$ cat src/rtl/fifo_rd_stream_if.sv
// Bundle of FIFO read-port and valid/ready stream signals for fifo_rd_stream.
// Optional rd_cnt signal (and CNT_W) present only when FIFO_RD_CNT_EN is defined.
interface fifo_rd_stream_if #(
    parameter int unsigned WIDTH = 8
`ifdef FIFO_RD_CNT_EN
    , parameter int unsigned CNT_W = 16
`endif
);
    logic             fifo_empty;
    logic [WIDTH-1:0] fifo_q;
    logic             fifo_rd;
    logic             m_valid;
    logic [WIDTH-1:0] m_data;
    logic             m_ready;
    logic             idle;
`ifdef FIFO_RD_CNT_EN
    logic [CNT_W-1:0] rd_cnt;
`endif

    // Adapter side: consumes FIFO flags/data and consumer ready, drives the stream
    modport master (
        input  fifo_empty,
        input  fifo_q,
        input  m_ready,
        output fifo_rd,
        output m_valid,
        output m_data,
        output idle
`ifdef FIFO_RD_CNT_EN
        , output rd_cnt
`endif
    );

    modport slave (
        output fifo_empty,
        output fifo_q,
        output m_ready,
        input  fifo_rd,
        input  m_valid,
        input  m_data,
        input  idle
`ifdef FIFO_RD_CNT_EN
        , input rd_cnt
`endif
    );
endinterface

$ cat src/rtl/fifo_rd_stream.sv
// FIFO read-side adapter: issues pops, hides 1-cycle read latency in a 2-entry skid buffer.
// Define FIFO_RD_CNT_EN to add the rd_cnt delivered-word counter (width CNT_W).
module fifo_rd_stream #(
    parameter int unsigned WIDTH = 8
`ifdef FIFO_RD_CNT_EN
    , parameter int unsigned CNT_W = 16
`endif
) (
    input  logic                clk,
    input  logic                rst,
    fifo_rd_stream_if.master    bus
);
    logic [1:0]       occ_q;
    logic [1:0]       occ_d;
    logic             inflight_q;
    logic             valid_q;
    logic             head_q;
    logic             tail_q;
    logic [WIDTH-1:0] buf_q [2];

    logic             pop_c;
    logic [2:0]       level_c;
    logic             rd_c;

    // Words committed after this edge decide whether another pop fits
    always_comb begin
        pop_c   = valid_q & bus.m_ready;
        level_c = 3'(occ_q) + 3'(inflight_q) - 3'(pop_c);
        rd_c    = !bus.fifo_empty && (level_c < 3'd2);
        occ_d   = level_c[1:0];
    end

    assign bus.fifo_rd = rd_c;
    assign bus.m_valid = valid_q;
    assign bus.m_data  = buf_q[head_q];
    assign bus.idle    = (occ_q == 2'd0) && !inflight_q && bus.fifo_empty;

    always_ff @(posedge clk or posedge rst) begin
        if (rst) begin
            occ_q      <= 2'd0;
            inflight_q <= 1'b0;
            valid_q    <= 1'b0;
            head_q     <= 1'b0;
            tail_q     <= 1'b0;
            buf_q[0]   <= '0;
            buf_q[1]   <= '0;
        end else begin
            occ_q      <= occ_d;
            inflight_q <= rd_c;
            valid_q    <= (occ_d != 2'd0);
            // Returning FIFO word lands at the tail; with an empty buffer tail == head
            if (inflight_q) begin
                buf_q[tail_q] <= bus.fifo_q;
                tail_q        <= ~tail_q;
            end
            if (pop_c) begin
                head_q <= ~head_q;
            end
        end
    end

`ifdef FIFO_RD_CNT_EN
    logic [CNT_W-1:0] rd_cnt_q;

    always_ff @(posedge clk or posedge rst) begin
        if (rst) begin
            rd_cnt_q <= '0;
        end else if (pop_c) begin
            rd_cnt_q <= rd_cnt_q + CNT_W'(1);
        end
    end

    assign bus.rd_cnt = rd_cnt_q;
`endif
endmodule
$ cat src/flat_wrapper.sv
// flat-port wrapper written by rule: the top's interface ports become plain ports
module fifo_rd_stream_flat 
#(
    parameter int unsigned WIDTH = 8

)
  (clk, rst, bus_fifo_empty, bus_fifo_q, bus_m_ready, bus_fifo_rd, bus_m_valid, bus_m_data, bus_idle);
  fifo_rd_stream_if #(.WIDTH(WIDTH)) bus_i ();
  input  logic clk;
  input  logic rst;
  input wire logic [$bits(bus_i.fifo_empty)-1:0] bus_fifo_empty;
  input wire logic [$bits(bus_i.fifo_q)-1:0] bus_fifo_q;
  input wire logic [$bits(bus_i.m_ready)-1:0] bus_m_ready;
  output wire logic [$bits(bus_i.fifo_rd)-1:0] bus_fifo_rd;
  output wire logic [$bits(bus_i.m_valid)-1:0] bus_m_valid;
  output wire logic [$bits(bus_i.m_data)-1:0] bus_m_data;
  output wire logic [$bits(bus_i.idle)-1:0] bus_idle;
  assign bus_i.fifo_empty = bus_fifo_empty;
  assign bus_i.fifo_q = bus_fifo_q;
  assign bus_i.m_ready = bus_m_ready;
  assign bus_fifo_rd = bus_i.fifo_rd;
  assign bus_m_valid = bus_i.m_valid;
  assign bus_m_data = bus_i.m_data;
  assign bus_idle = bus_i.idle;
  fifo_rd_stream #(.WIDTH(WIDTH)) u_core (.clk(clk), .rst(rst), .bus(bus_i));
endmodule
$ cat config.mk
export PLATFORM = sky130hd
export DESIGN_NAME = fifo_rd_stream_flat
export DESIGN_NICKNAME = d
export VERILOG_FILES = /design/src/rtl/fifo_rd_stream_if.sv /design/src/rtl/fifo_rd_stream.sv /design/src/flat_wrapper.sv
export SDC_FILE = /design/constraint.sdc
export NUM_CORES = 1
export LEC_CHECK = 0
export ABC_AREA = 0
export BUFFER_PORTS_ARGS = -buffer_cell sky130_fd_sc_hd__buf_2
export CAP_MARGIN = 20
export CORE_MARGIN = 3
export CORE_UTILIZATION = 55
export DETAILED_ROUTE_END_ITERATION = 6
export PLACE_DENSITY_LB_ADDON = 0.2
export SLEW_MARGIN = 30
export SYNTH_ARGS = -nofsm -noshare
export SYNTH_HDL_FRONTEND = slang
export SYNTH_SLANG_ARGS = --single-unit
$ cat constraint.sdc
create_clock -name clk -period 2.9 [get_ports clk]
set_input_delay 0.29 -clock clk [delete_from_list [all_inputs] [get_ports clk]]
set_output_delay 0.29 -clock clk [all_outputs]
set_load 0.03 [all_outputs]
== Word level (Yosys, flattened, before mapping) ==
Index checks and enable logic that the tools add are counted.
Cells by class
  order comparisons: 4
  bitwise operators: 5
  mux-type cells: 6
  reduce and logical (&&, ||, !) cells: 8
  add/subtract/negate cells: 2
Operator list (count)
  $mux W8: 4
  $bwmux W16: 1
  $demux W8 S1: 1
  $ge A2 B2 Y1 const B: 2
  $logic_and A1 B1 Y1: 4
  $not A1 Y2: 2
  $add A2 B1 Y3: 1
  $lt A3 B2 Y1 const B: 1
  $sub A3 B1 Y3: 1
  $logic_not A1 Y1: 2
  $logic_not A2 Y1: 1
  $lt A2 B1 Y1 const B: 1
  $not A1 Y1: 2
  $reduce_bool A2 Y1: 1
  $and A1 B1 Y1: 1
Storage, ports and cells
  output and inout bits: 11
  word-level logic and storage cells: 32
  flip-flop bits (word level): 22
  input port bits: 12

== Logic depth before layout (Yosys ltp) ==
Gate-level depths: netlist of the first run.
  word-level depth: 6
  depth in mapped cells: 7
  gate-level depth less buffers: 7

== Worst setup path before layout of the first run ==
No wires, ideal clock.
  path kind: register to output
  start point: register u_core.valid_q, in the netlist u_core.bus.m_valid
  end point: output bus_fifo_rd
  path slack: 0.241 ns
  path buffers: 0
  cell stages (with the launch flop): 7
  data required time: 2.610 ns
  arrival: 2.369 ns
  cell sequence: dfrtp_1 and2_1 ha_1 inv_1 ha_1 fa_1 nor3_1
Between the ends
  word-level cells in the longest chain between the ends: 4
RTL lines
  from (decl): line fifo_rd_stream.sv:16  | logic valid_q;
  from (signal assigned): line fifo_rd_stream.sv:50  | valid_q <= (occ_d != 2'd0);
  $and A1 B1 Y1: line fifo_rd_stream.sv:27  | pop_c = valid_q & bus.m_ready;
  net u_core.pop_c: line fifo_rd_stream.sv:21  | logic pop_c;
  $sub A3 B1 Y3: line fifo_rd_stream.sv:28  | level_c = 3'(occ_q) + 3'(inflight_q) - 3'(pop_c);
  net u_core.level_c[1]: line fifo_rd_stream.sv:22  | logic [2:0] level_c;
  $lt A3 B2 Y1: line fifo_rd_stream.sv:29  | rd_c = !bus.fifo_empty && (level_c < 3'd2);
  $logic_and A1 B1 Y1: line fifo_rd_stream.sv:29
  to (decl): line flat_wrapper.sv:14  | output wire logic [$bits(bus_i.fifo_rd)-1:0] bus_fifo_rd;
The timed path passes the listed nets, and every way through them passes these cells.

== Final worst setup path of the first run ==
Ends and elaborated chain as after synthesis.

==> summary.md, run 1 <==
| Metric | Value |
|---|---|
| Status | `finished clean` |
| Root buf cell | `clkbuf_4` |
| Wire per inst | `14.7 um` |
| Synth top cells by count | `24 x mux2_2, 22 x dfrtp_1, 5 x inv_1, 2 x ha_1, 2 x xor2_1` |
| Ys async rst share | `100%` |
| Sequential Power Share | `39.9%` |
| Critical R2R Launch | `u_core.bus.m_valid` |
| CP most frequent cell | `ha_1` |
| GPL Wtd Cong | `0.670` |
| Critical Path Fanout Max | `3` |
| Gate power share | `48.5%` |
| Worst rel slew slack | `46.6%` |
| Post-Syn Nets | `80` |
| WL final | `1550 um` |
| Worst Reg-to-Reg Cells | `6` |
| Psw | `0.567 mW` |
| Fmax | `384 MHz` |
| Total of max-cap violations | `0` |
| First-pass GRT wire length | `2440 um` |
| Number of cells on the critical path | `7` |
| Yosys top cell area share | `56.6%` |
| Hold Path Class | `in -> async` |
| CTS resizes | `0` |
| Net Sw Frac | `40.0%` |
| Final HPWL DP | `1190 um` |
| Largest net degree at the start of global routing | `23` |
| Initial DRT Pass Iterations | `2` |
| H-tree depth | `1` |
| Setup bufs post-CTS | `0` |
| Gr ovfl total | `0` |
| Worst Path Buf+Inv | `2` |
| Starting DRT DRC Count | `1` |
| Area leader, netlist | `dfrtp_1` |
| Fill count | `126` |
| Seq/Total Area, Yosys | `56.6%` |
| Worst-skew pair later-pin latency | `0.30 ns` |
| DRT antenna net count | `0` |
| CP required | `2.61 ns` |
| Buffers on Ports | `22` |
| Via/cell ratio | `5.49` |
| CTS buffer count | `3` |
| Distinct cells, synth | `15` |
| Setup_tns | `0 ns` |
| Fin. max-slew vios | `0` |
| Via count | `576` |
| Worst-path clk slew | `0.12 ns` |
| Startpoint Class | `flop` |
| CTS tree | `done` |
| Post-synth top flop | `dfrtp_1` |
| RSZ-0062 raised after global routing | `no` |
| Core area | `0.00158 sq mm` |
| Cell Area, Synth | `973 sq um` |
| EDFF count, synth | `0` |
| Worst Setup End Kind | `output port` |
| Die H | `48.1 um` |
| Antenna violations before repair | `0` |
| Die Area | `0.00231 sq mm` |
| CP arrival | `2.31 ns` |
| Ports | `23` |
| Period utilisation layout | `89.7%` |
| Largest stage delay on the critical path | `0.49 ns` |
| Final Hold Fails | `0` |
| DRC Markers | `0` |
| Leak | `0.539 nW` |
| CTS Buffer Depth | `2` |
| # rows | `14` |
| Clk pwr share | `11.6%` |
| Final setup viols | `0` |
| Worst vdd ir | `779 uV` |
| # clock sinks | `22` |
| Yosys reg bits | `22` |
| GRT Total Usage | `15.9%` |
| Worst-path cell chain | `and2_1 -> ha_1 -> inv_1 -> ha_1 -> fa_1 -> nor3_1 -> buf_2` |
| DIE WIDTH | `48.1 um` |
| Synth top area cells | `dfrtp_1 57%, mux2_2 28%, ha_1 2.6%` |
| Post-synthesis cell count | `65` |
| Final Non-Filler Cells | `105` |
| Share of layout cells above drive strength 1 | `59.6%` |
| Vias in the first global route | `572` |
| ANT cells | `0` |
| Pint | `0.851 mW` |
| Average cell area after synthesis | `15.0 sq um` |
| Placed Cells | `101` |
| Count leader, synth | `mux2_2` |
| Synth warn | `0` |
| Crit-path slowest cell | `fa_1` |
| Area growth, synth to finish | `15.4%` |
| Post-layout min period | `2.60 ns` |
| Post-CTS Hold Buffers | `0` |
| Initial core utilization | `61.7%` |
| Final Total Pwr | `1.42 mW` |
| CP Launch Point | `u_core.bus.m_valid` |
| Worst Clk Skew | `0.00336 ns` |
| Power density over cell area | `1260 mW/mm^2` |
| Slew @ Worst Pin | `0.800 ns` |
| WS Path Type | `reg -> out` |
| Top delay family on crit path | `adder cells` |
| Total Nets Final | `105` |
## per-layer routing
metal	routed length [um]	global-route usage, %	up-vias	share of wire, %
li1	-	-	270	-
met1	631	18.2	289	41
met2	826	26.9	13	53
met3	49	3.38	4	3.2
met4	38	9.68	0	2.5
met5	0	0	-	0
## sequential cells by signal (all words and copies together), names as in the netlist
register / count
u_core.buf_q: 16
u_core.occ_q: 2
u_core.bus.m_valid: 1
u_core.head_q: 1
u_core.inflight_q: 1
u_core.tail_q: 1
## path summary, 6_finish.rpt
check | endpoint | slack (ns)
worst max register to register | u_core.bus.m_valid | 0.93
worst max-delay path | bus_fifo_rd | 0.30
worst min register to register | u_core.buf_q[2] | 0.52
max in group asynchronous | u_core.buf_q[10] | 2.29
worst min-delay path | u_core.buf_q[3] | 0.12
min in group clk | u_core.inflight_q | 0.15
## metrics by stage
| step | setup slack [ns] | hold WS [ns] | cell area (sq um) | util, % |
|---|---|---|---|---|
| 2_1_floorplan | 0.241 | 0.279 | 973 | - |
| 3_3_place_gp | 0.666 | 0.472 | 1090 | 69.0 |
| 3_5_place_dp | 0.623 | 0.474 | 1090 | 69.0 |
| 4_1_cts | 0.273 | 0.132 | 1120 | 71.3 |
| 5_1_grt | 0.123 | 0.161 | 1120 | 71.3 |
| 6_report | 0.298 | 0.118 | 1120 | 71.3 |
## layout by cell type, fill, tap and decap left out
| master | n |
|---|---|
| nor3_1 | 1 |
| fa_1 | 1 |
| nor4b_1 | 1 |
| clkbuf_4 | 3 |
| nor2b_4 | 1 |
| mux2_2 | 24 |
| or2_2 | 1 |
| and2_1 | 1 |
| xnor2_1 | 1 |
| ha_1 | 2 |
| clkbuf_8 | 1 |
| buf_2 | 22 |
| dfrtp_1 | 22 |
| xor2_1 | 2 |
| nand2_2 | 1 |
| inv_1 | 5 |
## power by group through the flow
stage / clock, mW / sequential [mW] / combinational (mW)
2_1_floorplan: 0 / 0.537 / 0.571
3_3_place_gp: 0 / 0.567 / 0.677
3_5_place_dp: 0 / 0.577 / 0.691
4_1_cts: 0.168 / 0.569 / 0.700
5_1_grt: 0.179 / 0.589 / 0.747
6_report: 0.165 / 0.566 / 0.688
## cell families after synthesis
logic type,synth area share (%)
XOR/XNOR,2.70
adder cells (fa/ha/maj),4.63
buffers and inverters,3.60
flip-flops,56.6
multiplexers,27.8
AND/OR/NAND/NOR,4.76
## final cells by class
type | count | area, sq um | share of cell area [%]
inverters | 5 | 18.8 | 1.67
well taps | 16 | 20.0 | 1.78
multi-input cells | 36 | 388 | 34.5
repair buffers | 22 | 110 | 9.80
flip-flops and latches | 22 | 551 | 49.0
clock buffers | 4 | 36.3 | 3.23
No activity file was read; power rests on OpenSTA's default activity.
==> run 2, diff against run 1 <==
RECOVER_POWER = 100   (was not set)
==> run 2 against run 1 <==
First-iteration DRC count fell by 100%. Maximum frequency fell by 1.8%. Sequential power fell by 1%. Cell area fell by 2.0%. Sequential cell count did not move. Sequential share of layout area rose by 1.0 points. Routed wire length rose by 1.9%. Clock skew barely moved. Combinational power fell by 3.5%. Global-route usage did not move. Non-clock buffer count did not move. Utilization fell by 1.4 points. Critical endpoint unchanged. Largest cell class unchanged. Highest routed layer unchanged.
==> summary.md, run 2 (synthesis results as in run 1) <==
| Metric | Value |
|---|---|
| Status | `finished clean` |
| Worst Reg-to-Reg Cells | `6` |
| Via/cell ratio | `5.35` |
| Pint | `0.821 mW` |
| Critical R2R Launch | `u_core.bus.m_valid` |
| Worst-skew pair later-pin latency | `0.30 ns` |
| First-pass GRT wire length | `2440 um` |
| Power density over cell area | `1260 mW/mm^2` |
| Final Hold Fails | `0` |
| Worst-path clk slew | `0.12 ns` |
| GRT Total Usage | `15.9%` |
| Register name with the most flops | `u_core.buf_q` |
| Root buf cell | `clkbuf_4` |
| Setup bufs post-CTS | `0` |
| Wire per inst | `15.0 um` |
| Setup_tns | `0 ns` |
| Gr ovfl total | `0` |
| Ports | `23` |
| Antenna violations before repair | `0` |
| Sequential Power Share | `40.4%` |
| Fmax | `378 MHz` |
| Largest regs | `u_core.buf_q x16, u_core.occ_q x2` |
| Largest net degree at the start of global routing | `23` |
| Clk pwr share | `11.8%` |
| Post-layout min period | `2.65 ns` |
| GPL Wtd Cong | `0.670` |
| Worst rel slew slack | `46.7%` |
| Psw | `0.566 mW` |
| CP required | `2.61 ns` |
| Max reg flops | `16` |
| Fin. max-slew vios | `0` |
| Hold Path Class | `in -> async` |
| # rows | `14` |
| CTS tree | `done` |
| Die Area | `0.00231 sq mm` |
| DRC Markers | `0` |
| Final HPWL DP | `1190 um` |
| Via count | `562` |
| ANT cells | `0` |
| CTS buffer count | `3` |
| Gate power share | `47.8%` |
| Vias in the first global route | `572` |
| Share of layout cells above drive strength 1 | `46.1%` |
| FF-to-FF End | `u_core.bus.m_valid` |
| DRT antenna net count | `0` |
| Area growth, synth to finish | `13.1%` |
| Starting DRT DRC Count | `0` |
| Startpoint Class | `flop` |
| DIE WIDTH | `48.1 um` |
| CTS Buffer Depth | `2` |
| Buffers on Ports | `22` |
| CP arrival | `2.36 ns` |
| Final Total Pwr | `1.39 mW` |
| Worst R2R Setup Slack | `0.90 ns` |
| Slew @ Worst Pin | `0.799 ns` |
| Core area | `0.00158 sq mm` |
| Worst Setup End Kind | `output port` |
| Total Nets Final | `105` |
| Worst vdd ir | `771 uV` |
| Initial core utilization | `61.7%` |
| Net Sw Frac | `40.8%` |
| Most frequent cells in the layout | `24 x mux2_2, 22 x dfrtp_1, 11 x buf_2` |
| Critical Path Fanout Max | `3` |
| Die H | `48.1 um` |
| WS Path Type | `reg -> out` |
| Initial DRT Pass Iterations | `1` |
| CTS resizes | `0` |
| Worst Clk Skew | `0.00329 ns` |
| H-tree depth | `1` |
| RSZ-0062 raised after global routing | `no` |
| Post-CTS Hold Buffers | `0` |
| Commonest non-fill, non-tap cell in the layout | `mux2_2` |
| Leak | `0.506 nW` |
| # clock sinks | `22` |
| Final setup viols | `0` |
| Total of max-cap violations | `0` |
| Period utilisation layout | `91.3%` |
| WL final | `1570 um` |
==> run 2: final cells by class <==
cell class / instances / area, sq um
inverters: 5 / 18.8
well taps: 16 / 20.0
clock buffers: 4 / 36.3
flip-flops and latches: 22 / 551
fillers: 134 / 475
multi-input cells: 36 / 378
repair buffers: 22 / 97.6
==> run 2: worst max path at each step <==
stage | start | to
2_1_floorplan | u_core.bus.m_valid | bus_fifo_rd
5_1_grt | u_core.bus.m_valid | bus_fifo_rd
3_5_place_dp | bus_m_ready | bus_fifo_rd
6_report | u_core.bus.m_valid | bus_fifo_rd
4_1_cts | u_core.bus.m_valid | bus_fifo_rd
3_3_place_gp | bus_m_ready | bus_fifo_rd
==> run 2: metal layers <==
metal	wire length (um)	track usage, %	vias to the layer above
met2	832	26.9	13
li1	-	-	267
met1	649	18.2	278
met4	36	9.68	0
met3	56	3.38	4
met5	0	0	-
==> run 2: power by group through the flow <==
stage / sequential (mW) / combinational (mW) / clock (mW)
after CTS: 0.569 / 0.700 / 0.168
after floorplan: 0.537 / 0.571 / 0
after global routing: 0.583 / 0.719 / 0.179
after global placement: 0.567 / 0.677 / 0
after detailed placement: 0.577 / 0.691 / 0
final: 0.560 / 0.664 / 0.164
==> run 2: worst max-delay path: stages, from the launching register on <==
cell	delay, ns
dfrtp_1	0.39
and2_0	0.19
ha_1	0.29
inv_1	0.04
ha_1	0.18
fa_1	0.49
nor3_1	0.24
clkbuf_2	0.25
==> run 2: stage by stage <==
stage	instances	area [sq um]	setup slack [ns]	utilization (%)	hold WS (ns)
after global placement	101	1090	0.666	69.0	0.472
after global routing	105	1100	0.0786	69.8	0.164
after detailed placement	101	1090	0.623	69.0	0.474
final	105	1100	0.252	69.8	0.118
after floorplan	65	973	0.241	-	0.279
after CTS	105	1120	0.273	71.3	0.132
